File: config.mk
export PLATFORM = sky130hd
export DESIGN_NAME = ctrl_pipe_flat
export DESIGN_NICKNAME = d
export VERILOG_FILES = /design/src/rtl/ctrl_pipe_if.sv /design/src/rtl/ctrl_pipe.sv /design/src/flat_wrapper.sv
export SDC_FILE = /design/constraint.sdc
export NUM_CORES = 1
export LEC_CHECK = 0
export BUFFER_PORTS_ARGS = -buffer_cell sky130_fd_sc_hd__buf_2
export CAP_MARGIN = 30
export CORE_MARGIN = 4
export CORE_UTILIZATION = 54
export DETAILED_ROUTE_END_ITERATION = 10
export GPL_TIMING_DRIVEN = 0
export PLACE_DENSITY = 0.82
export SYNTH_ARGS = -nofsm -noshare
export SYNTH_HDL_FRONTEND = slang
export SYNTH_SLANG_ARGS = --single-unit
File: constraint.sdc
create_clock -name clk -period 3.77 [get_ports clk]
set_clock_uncertainty 0.15 [all_clocks]
set_input_delay 0.754 -clock clk [delete_from_list [all_inputs] [get_ports clk]]
set_output_delay 0.754 -clock clk [all_outputs]
set_load 0.05 [all_outputs]
File: src/rtl/ctrl_pipe_if.sv
// Control-pipe bus: ID-stage decode fields and hazard controls in,
// per-stage EX/M/W control bundles and the halt flag out.
interface ctrl_pipe_if #(
  parameter int ALUOP_W = 4,
  parameter int EXT_W   = 3
);
  logic               id_valid;
  logic [6:0]         opcode;
  logic [2:0]         funct3;
  logic               funct7_5;
  logic               stall;
  logic               flush;
  logic [2:0]         mode;
  logic               ex_valid;
  logic [2:0]         ex_branch;
  logic [ALUOP_W-1:0] ex_aluop;
  logic               ex_alusrc1;
  logic [1:0]         ex_alusrc2;
  logic               ex_uors;
  logic [1:0]         ex_jump;
  logic               m_valid;
  logic               m_memread;
  logic               m_memwrite;
  logic               m_memtoreg;
  logic [EXT_W-1:0]   m_extmode1;
  logic [EXT_W-1:0]   m_extmode2;
  logic               w_valid;
  logic               w_regwrite;
  logic               w_pc4;
  logic               halted;

  modport master (
    output id_valid, opcode, funct3, funct7_5, stall, flush,
    input  mode, ex_valid, ex_branch, ex_aluop, ex_alusrc1, ex_alusrc2, ex_uors, ex_jump,
           m_valid, m_memread, m_memwrite, m_memtoreg, m_extmode1, m_extmode2,
           w_valid, w_regwrite, w_pc4, halted
  );

  modport slave (
    input  id_valid, opcode, funct3, funct7_5, stall, flush,
    output mode, ex_valid, ex_branch, ex_aluop, ex_alusrc1, ex_alusrc2, ex_uors, ex_jump,
           m_valid, m_memread, m_memwrite, m_memtoreg, m_extmode1, m_extmode2,
           w_valid, w_regwrite, w_pc4, halted
  );
endinterface

File: src/rtl/ctrl_pipe.sv
// RV32I pipelined control unit: decodes in ID, carries control through EX/M/W
// with stall/flush bubbles and sticky ECALL halt. CTRL_PIPE_JUMP_EN adds JAL/JALR.
module ctrl_pipe #(
  parameter int ALUOP_W = 4,
  parameter int EXT_W   = 3
) (
  input  logic         clk,
  input  logic         rst,
  ctrl_pipe_if.slave   bus
);
  localparam logic [6:0] OP_IMM   = 7'b0010011;
  localparam logic [6:0] OP_REG   = 7'b0110011;
  localparam logic [6:0] OP_LUI   = 7'b0110111;
  localparam logic [6:0] OP_AUIPC = 7'b0010111;
  localparam logic [6:0] OP_BR    = 7'b1100011;
  localparam logic [6:0] OP_LD    = 7'b0000011;
  localparam logic [6:0] OP_ST    = 7'b0100011;
  localparam logic [6:0] OP_SYS   = 7'b1110011;
`ifdef CTRL_PIPE_JUMP_EN
  localparam logic [6:0] OP_JAL   = 7'b1101111;
  localparam logic [6:0] OP_JALR  = 7'b1100111;
`endif

  // Nested bundles: each stage register carries only what later stages consume.
  typedef struct packed {
    logic valid;
    logic regwrite;
    logic pc4;
  } w_t;

  typedef struct packed {
    w_t               w;
    logic             memread;
    logic             memwrite;
    logic             memtoreg;
    logic [EXT_W-1:0] ext1;
    logic [EXT_W-1:0] ext2;
    logic             ecall;
  } m_t;

  typedef struct packed {
    m_t                 m;
    logic [2:0]         branch;
    logic [ALUOP_W-1:0] aluop;
    logic               alusrc1;
    logic [1:0]         alusrc2;
    logic               uors;
    logic [1:0]         jump;
  } ex_t;

  ex_t        dec, ex_nxt, ex_r;
  m_t         m_r;
  w_t         w_r;
  logic       halted_r;
  logic [2:0] mode_c;
  logic       blk;

  always_comb begin
    dec         = '0;
    dec.m.w.valid = 1'b1;
    mode_c      = 3'd0;
    case (bus.opcode)
      OP_IMM: begin
        mode_c = (bus.funct3 == 3'b001 || bus.funct3 == 3'b101) ? 3'd2 : 3'd1;
        dec.aluop = ALUOP_W'({(bus.funct3 == 3'b101) & bus.funct7_5, bus.funct3});
        dec.alusrc1 = 1'b1;
        dec.m.w.regwrite = 1'b1;
      end
      OP_REG: begin
        dec.aluop = ALUOP_W'({bus.funct7_5, bus.funct3});
        dec.m.w.regwrite = 1'b1;
      end
      OP_LUI, OP_AUIPC: begin
        mode_c = 3'd3;
        dec.alusrc1 = 1'b1;
        dec.alusrc2 = (bus.opcode == OP_LUI) ? 2'd2 : 2'd1;
        dec.m.w.regwrite = 1'b1;
      end
      OP_BR: begin
        mode_c = 3'd5;
        case (bus.funct3)
          3'b000: begin dec.branch = 3'b010; dec.aluop = ALUOP_W'(4'b0010); end
          3'b001: begin dec.branch = 3'b101; dec.aluop = ALUOP_W'(4'b0010); end
          3'b100: begin dec.branch = 3'b100; dec.aluop = ALUOP_W'(4'b0010); end
          3'b101: begin dec.branch = 3'b011; dec.aluop = ALUOP_W'(4'b0010); end
          3'b110: begin dec.branch = 3'b100; dec.aluop = ALUOP_W'(4'b0011); dec.uors = 1'b1; end
          3'b111: begin dec.branch = 3'b011; dec.aluop = ALUOP_W'(4'b0011); dec.uors = 1'b1; end
          default: ;
        endcase
      end
      OP_LD: begin
        mode_c = 3'd1;
        dec.alusrc1 = 1'b1;
        dec.m.memread = 1'b1;
        dec.m.memtoreg = 1'b1;
        dec.m.w.regwrite = 1'b1;
        case (bus.funct3)
          3'b000:  dec.m.ext1 = EXT_W'(3'b001);
          3'b001:  dec.m.ext1 = EXT_W'(3'b011);
          3'b100:  dec.m.ext1 = EXT_W'(3'b010);
          3'b101:  dec.m.ext1 = EXT_W'(3'b100);
          default: dec.m.ext1 = '0;
        endcase
      end
      OP_ST: begin
        mode_c = 3'd6;
        dec.alusrc1 = 1'b1;
        dec.m.memwrite = 1'b1;
        case (bus.funct3)
          3'b000:  dec.m.ext2 = EXT_W'(3'b010);
          3'b001:  dec.m.ext2 = EXT_W'(3'b100);
          default: dec.m.ext2 = '0;
        endcase
      end
      OP_SYS: dec.m.ecall = 1'b1;
`ifdef CTRL_PIPE_JUMP_EN
      OP_JAL: begin
        mode_c = 3'd4;
        dec.jump = 2'b01;
        dec.alusrc1 = 1'b1;
        dec.alusrc2 = 2'd1;
        dec.m.w.regwrite = 1'b1;
        dec.m.w.pc4 = 1'b1;
      end
      OP_JALR: begin
        mode_c = 3'd1;
        dec.jump = 2'b10;
        dec.alusrc1 = 1'b1;
        dec.m.w.regwrite = 1'b1;
        dec.m.w.pc4 = 1'b1;
      end
`endif
      default: ;
    endcase
  end

  // Once an ECALL is in flight, younger instructions are kept out of EX so
  // nothing issued behind it executes before the halt lands.
  assign blk    = halted_r | ex_r.m.ecall | m_r.ecall;
  assign ex_nxt = (bus.id_valid && !blk) ? dec : '0;

  always_ff @(posedge clk) begin
    if (rst) begin
      ex_r     <= '0;
      m_r      <= '0;
      w_r      <= '0;
      halted_r <= 1'b0;
    end else begin
      w_r      <= m_r.w;
      halted_r <= halted_r | m_r.ecall;
      if (bus.stall) begin
        m_r <= '0;
      end else begin
        m_r  <= ex_r.m;
        ex_r <= bus.flush ? '0 : ex_nxt;
      end
    end
  end

  assign bus.mode       = mode_c;
  assign bus.ex_valid   = ex_r.m.w.valid;
  assign bus.ex_branch  = ex_r.branch;
  assign bus.ex_aluop   = ex_r.aluop;
  assign bus.ex_alusrc1 = ex_r.alusrc1;
  assign bus.ex_alusrc2 = ex_r.alusrc2;
  assign bus.ex_uors    = ex_r.uors;
  assign bus.ex_jump    = ex_r.jump;
  assign bus.m_valid    = m_r.w.valid;
  assign bus.m_memread  = m_r.memread;
  assign bus.m_memwrite = m_r.memwrite;
  assign bus.m_memtoreg = m_r.memtoreg;
  assign bus.m_extmode1 = m_r.ext1;
  assign bus.m_extmode2 = m_r.ext2;
  assign bus.w_valid    = w_r.valid;
  assign bus.w_regwrite = w_r.regwrite;
  assign bus.w_pc4      = w_r.pc4;
  assign bus.halted     = halted_r;
endmodule

File: src/flat_wrapper.sv
// flat-port wrapper written by rule: the top's interface ports become plain ports
module ctrl_pipe_flat 
#(
  parameter int ALUOP_W = 4,
  parameter int EXT_W   = 3
)
  (clk, rst, bus_id_valid, bus_opcode, bus_funct3, bus_funct7_5, bus_stall, bus_flush, bus_mode, bus_ex_valid, bus_ex_branch, bus_ex_aluop, bus_ex_alusrc1, bus_ex_alusrc2, bus_ex_uors, bus_ex_jump, bus_m_valid, bus_m_memread, bus_m_memwrite, bus_m_memtoreg, bus_m_extmode1, bus_m_extmode2, bus_w_valid, bus_w_regwrite, bus_w_pc4, bus_halted);
  ctrl_pipe_if #(.ALUOP_W(ALUOP_W), .EXT_W(EXT_W)) bus_i ();
  input  logic clk;
  input  logic rst;
  input wire logic [$bits(bus_i.id_valid)-1:0] bus_id_valid;
  input wire logic [$bits(bus_i.opcode)-1:0] bus_opcode;
  input wire logic [$bits(bus_i.funct3)-1:0] bus_funct3;
  input wire logic [$bits(bus_i.funct7_5)-1:0] bus_funct7_5;
  input wire logic [$bits(bus_i.stall)-1:0] bus_stall;
  input wire logic [$bits(bus_i.flush)-1:0] bus_flush;
  output wire logic [$bits(bus_i.mode)-1:0] bus_mode;
  output wire logic [$bits(bus_i.ex_valid)-1:0] bus_ex_valid;
  output wire logic [$bits(bus_i.ex_branch)-1:0] bus_ex_branch;
  output wire logic [$bits(bus_i.ex_aluop)-1:0] bus_ex_aluop;
  output wire logic [$bits(bus_i.ex_alusrc1)-1:0] bus_ex_alusrc1;
  output wire logic [$bits(bus_i.ex_alusrc2)-1:0] bus_ex_alusrc2;
  output wire logic [$bits(bus_i.ex_uors)-1:0] bus_ex_uors;
  output wire logic [$bits(bus_i.ex_jump)-1:0] bus_ex_jump;
  output wire logic [$bits(bus_i.m_valid)-1:0] bus_m_valid;
  output wire logic [$bits(bus_i.m_memread)-1:0] bus_m_memread;
  output wire logic [$bits(bus_i.m_memwrite)-1:0] bus_m_memwrite;
  output wire logic [$bits(bus_i.m_memtoreg)-1:0] bus_m_memtoreg;
  output wire logic [$bits(bus_i.m_extmode1)-1:0] bus_m_extmode1;
  output wire logic [$bits(bus_i.m_extmode2)-1:0] bus_m_extmode2;
  output wire logic [$bits(bus_i.w_valid)-1:0] bus_w_valid;
  output wire logic [$bits(bus_i.w_regwrite)-1:0] bus_w_regwrite;
  output wire logic [$bits(bus_i.w_pc4)-1:0] bus_w_pc4;
  output wire logic [$bits(bus_i.halted)-1:0] bus_halted;
  assign bus_i.id_valid = bus_id_valid;
  assign bus_i.opcode = bus_opcode;
  assign bus_i.funct3 = bus_funct3;
  assign bus_i.funct7_5 = bus_funct7_5;
  assign bus_i.stall = bus_stall;
  assign bus_i.flush = bus_flush;
  assign bus_mode = bus_i.mode;
  assign bus_ex_valid = bus_i.ex_valid;
  assign bus_ex_branch = bus_i.ex_branch;
  assign bus_ex_aluop = bus_i.ex_aluop;
  assign bus_ex_alusrc1 = bus_i.ex_alusrc1;
  assign bus_ex_alusrc2 = bus_i.ex_alusrc2;
  assign bus_ex_uors = bus_i.ex_uors;
  assign bus_ex_jump = bus_i.ex_jump;
  assign bus_m_valid = bus_i.m_valid;
  assign bus_m_memread = bus_i.m_memread;
  assign bus_m_memwrite = bus_i.m_memwrite;
  assign bus_m_memtoreg = bus_i.m_memtoreg;
  assign bus_m_extmode1 = bus_i.m_extmode1;
  assign bus_m_extmode2 = bus_i.m_extmode2;
  assign bus_w_valid = bus_i.w_valid;
  assign bus_w_regwrite = bus_i.w_regwrite;
  assign bus_w_pc4 = bus_i.w_pc4;
  assign bus_halted = bus_i.halted;
  ctrl_pipe #(.ALUOP_W(ALUOP_W), .EXT_W(EXT_W)) u_core (.clk(clk), .rst(rst), .bus(bus_i));
endmodule
==> reports/summary.txt <==
Result of the run - finished clean
Top Family by Delay on Critical Path - buffers and inverters
Critical path buffers and inverters - 3
Vias in the first global route - 1220
Cell breakdown of the critical path - buf_4 -> inv_1 -> or3_1 -> a2111oi_2 -> buf_2
Crit-path max FO - 10
GP Congestion - 0.8442
Sw Share - 0.2508
Core area - 0.002734 mm²
Layout cells sized above 1 - 0.3200
Clk slew on worst S/H paths - 0.09 ns
Setup bufs post-CTS - 0
Iter 0 DRT Violations - 32
Crit-path slowest cell - or3_1
Max_slew headroom - 0.6405
Post-cts repair resize count - 0
Nets - 240
Hold Path Class - reg2reg
FFs w/ async S/R, synth - 0
Warnings, synthesis - 0
PwrDens - 341.4 mW/mm²
Clock Path Buffers - 2
Grt ovf - 0
Remaining DRCs - 0
Critical Path Start Type - input pin
Drt pass-1 iters - 4
Area grow syn2layout - 19.51%
Vias - 1358
DP Wirelength - 2419 µm
Top-area cell type share of the netlist area - 0.4423
Area contributors post-synth - dfxtp_1 44%, buf_4 9.8%, nand2_1 6.3%, and2_1 4.9%, nand4_1 2.8%
RSZ-0062 raised after global routing - false
Clk Latency, worst-skew pair - 0.33 ns
Worst Setup End Kind - output port
Top_reg_cell synth - dfxtp_1
Row cnt - 19
Final Slew Violations - 0
Crit path DAT - 1.99 ns
P_int - 470.4 µW
Tmin final - 2.896 ns
Final WL - 3078 µm
Synth unique cells - 36
Root Buffer - clkbuf_4
CP Class - in2out
Peak supply drop - 0.3010 mV
Layout Cells excl Fill - 256
Worst EP required - 2.87 ns
CTS sink count - 34
Global-route wire length before repair - 4961 µm
CTS Buf Count - 5
Die Footprint - 0.003768 mm²
Worst-margin pin slew - 0.5352 ns
Die H - 61.39 µm
Initial Utilization - 0.5629
# IOs - 47
Syn Inst Count - 177
Part of the power in the clock network - 0.322
Final period utilization - 0.7681
Initial antenna violation count - 0
IO Port Bufs - 37
Leak - 0.0008254 µW
Final setup viols - 0
Net Sw Power - 157.5 µW
Comb pwr share - 0.104
Post-synth EDFFs - 0
Inst Count DP - 248
Synth Register Bits - 34
Post-Route Setup TNS - 0 ns
H-tree depth - 2
ANT cells - 0
Fin area - 0.001839 mm²
Vias/cell - 5.305
Post-route ant nets - 0
CP max stage delay - 0.36 ns
Max Fclk - 345.3 MHz
Hold buffer count at cts - 0
Seq/Total Area, Yosys - 0.4423
Maxcap violations - 0
Post-Syn Area - 0.001539 mm²
TritonCTS clock tree - yes
Syn Area/Cell - 8.695 µm²
Seq pwr share - 0.573
Die Width - 61.39 µm
Largest net degree at the start of global routing - 11
Avg WL per Cell - 12.02 µm
Placed Area - 0.001779 mm²
GRT Util Overall - 0.1793
Dominant cell type by area after synthesis - dfxtp_1
Hold Violations, Final - 0
cells by family after synthesis:
| kind of cell | Yosys count | synth area share |
|---|---|---|
| simple gates | 77 | 0.2845 |
| other cells | 1 | 0.002437 |
| flops | 34 | 0.4423 |
| buf+inv | 33 | 0.1317 |
| compound gates | 31 | 0.1333 |
| xor+xnor | 1 | 0.005692 |
synth_stat cells, types with 4 or more instances:
library cell   n
nand4_1        7
nand3_1        4
a21oi_1        6
and2_1        12
dfxtp_1       34
nand2_1       26
nor2_1         6
o21ai_0        8
buf_4         20
clkbuf_1       7
final timing paths:
check	start	to	slack [ns]	depth (start not counted)
setup / recovery	bus_opcode[5]	bus_mode[1]	0.87	5
hold / removal	u_core.m_r[11]	u_core.bus.w_regwrite	0.31	1
hold reg to reg	u_core.m_r[11]	u_core.bus.w_regwrite	0.31	1
setup reg to reg	u_core.ex_r[13]	u_core.bus.ex_alusrc2[1]	2.11	3
stage by stage:
stage	util	setup WS (ns)	hold WS [ns]	power, µW
2_1_floorplan	-	0.4380	0.2638	416.3
3_3_place_gp	0.6508	0.8844	0.2682	431.9
3_5_place_dp	0.6508	0.8711	0.2894	433.3
4_1_cts	0.6728	0.8632	0.3101	632.8
5_1_grt	0.6728	0.8068	0.3170	652.2
6_report	0.6728	0.8742	0.3069	627.9
routing by layer:
layer / GRT usage / wire [µm] / up-vias
met4: 0.06970 / 44 / 0
li1: - / - / 686
met1: 0.1923 / 1214 / 617
met5: 0 / 0 / -
met2: 0.3157 / 1564 / 48
met3: 0.07128 / 254 / 7
cell usage in the layout (no fill, tap or decap), types with 4 or more instances in the layout:
cell       n
buf_2     40
dfxtp_1   34
nand2_1   26
buf_4     20
and2_1    12
clkbuf_1   8
o21ai_0    8
nand4_1    7
nor2_1     6
a21oi_1    6
clkbuf_4   5
nand3_1    4
conb_1     4
power by group through the flow:
stage / combinational [µW] / sequential (µW) / clock, µW
after floorplan: 45.5 / 371 / 0
after global placement: 63.5 / 368 / 0
after detailed placement: 64.8 / 368 / 0
after CTS: 65.1 / 360 / 208
after global routing: 71.7 / 360 / 220
final: 65.6 / 360 / 202
state kept, by name, indices dropped and copies added (netlist names):
signal	flops
u_core.bus.ex_branch	3
u_core.bus.w_regwrite	1
u_core.bus.m_extmode1	3
u_core.bus.ex_aluop	4
u_core.m_r	2
u_core.bus.ex_uors	1
u_core.bus.m_extmode2	2
u_core.bus.ex_valid	1
u_core.bus.halted	1
u_core.bus.ex_alusrc1	1
u_core.ex_r	9
u_core.bus.m_memwrite	1
u_core.bus.w_valid	1
u_core.bus.ex_alusrc2	2
u_core.bus.m_memread	1
u_core.bus.m_valid	1
final cells by class:
class	instances	area [µm²]
Sequential cell	34	680.7
Clock buffer	7	55.05
Inverter	3	11.26
Fill cell	233	894.6
Buffer	30	191.4
Multi-Input combinational cell	113	671.9
Timing Repair Buffer	37	185.2
Tap cell	31	38.79
Clock inverter	1	5.005
worst register-to-register path, delay by kind of cell, from the launching register on:
family | cells | cell delay, ns
compound gates | 1 | 0.28
simple gates | 2 | 0.79
flops | 1 | 0.36
No activity file was read; power rests on OpenSTA's default activity.
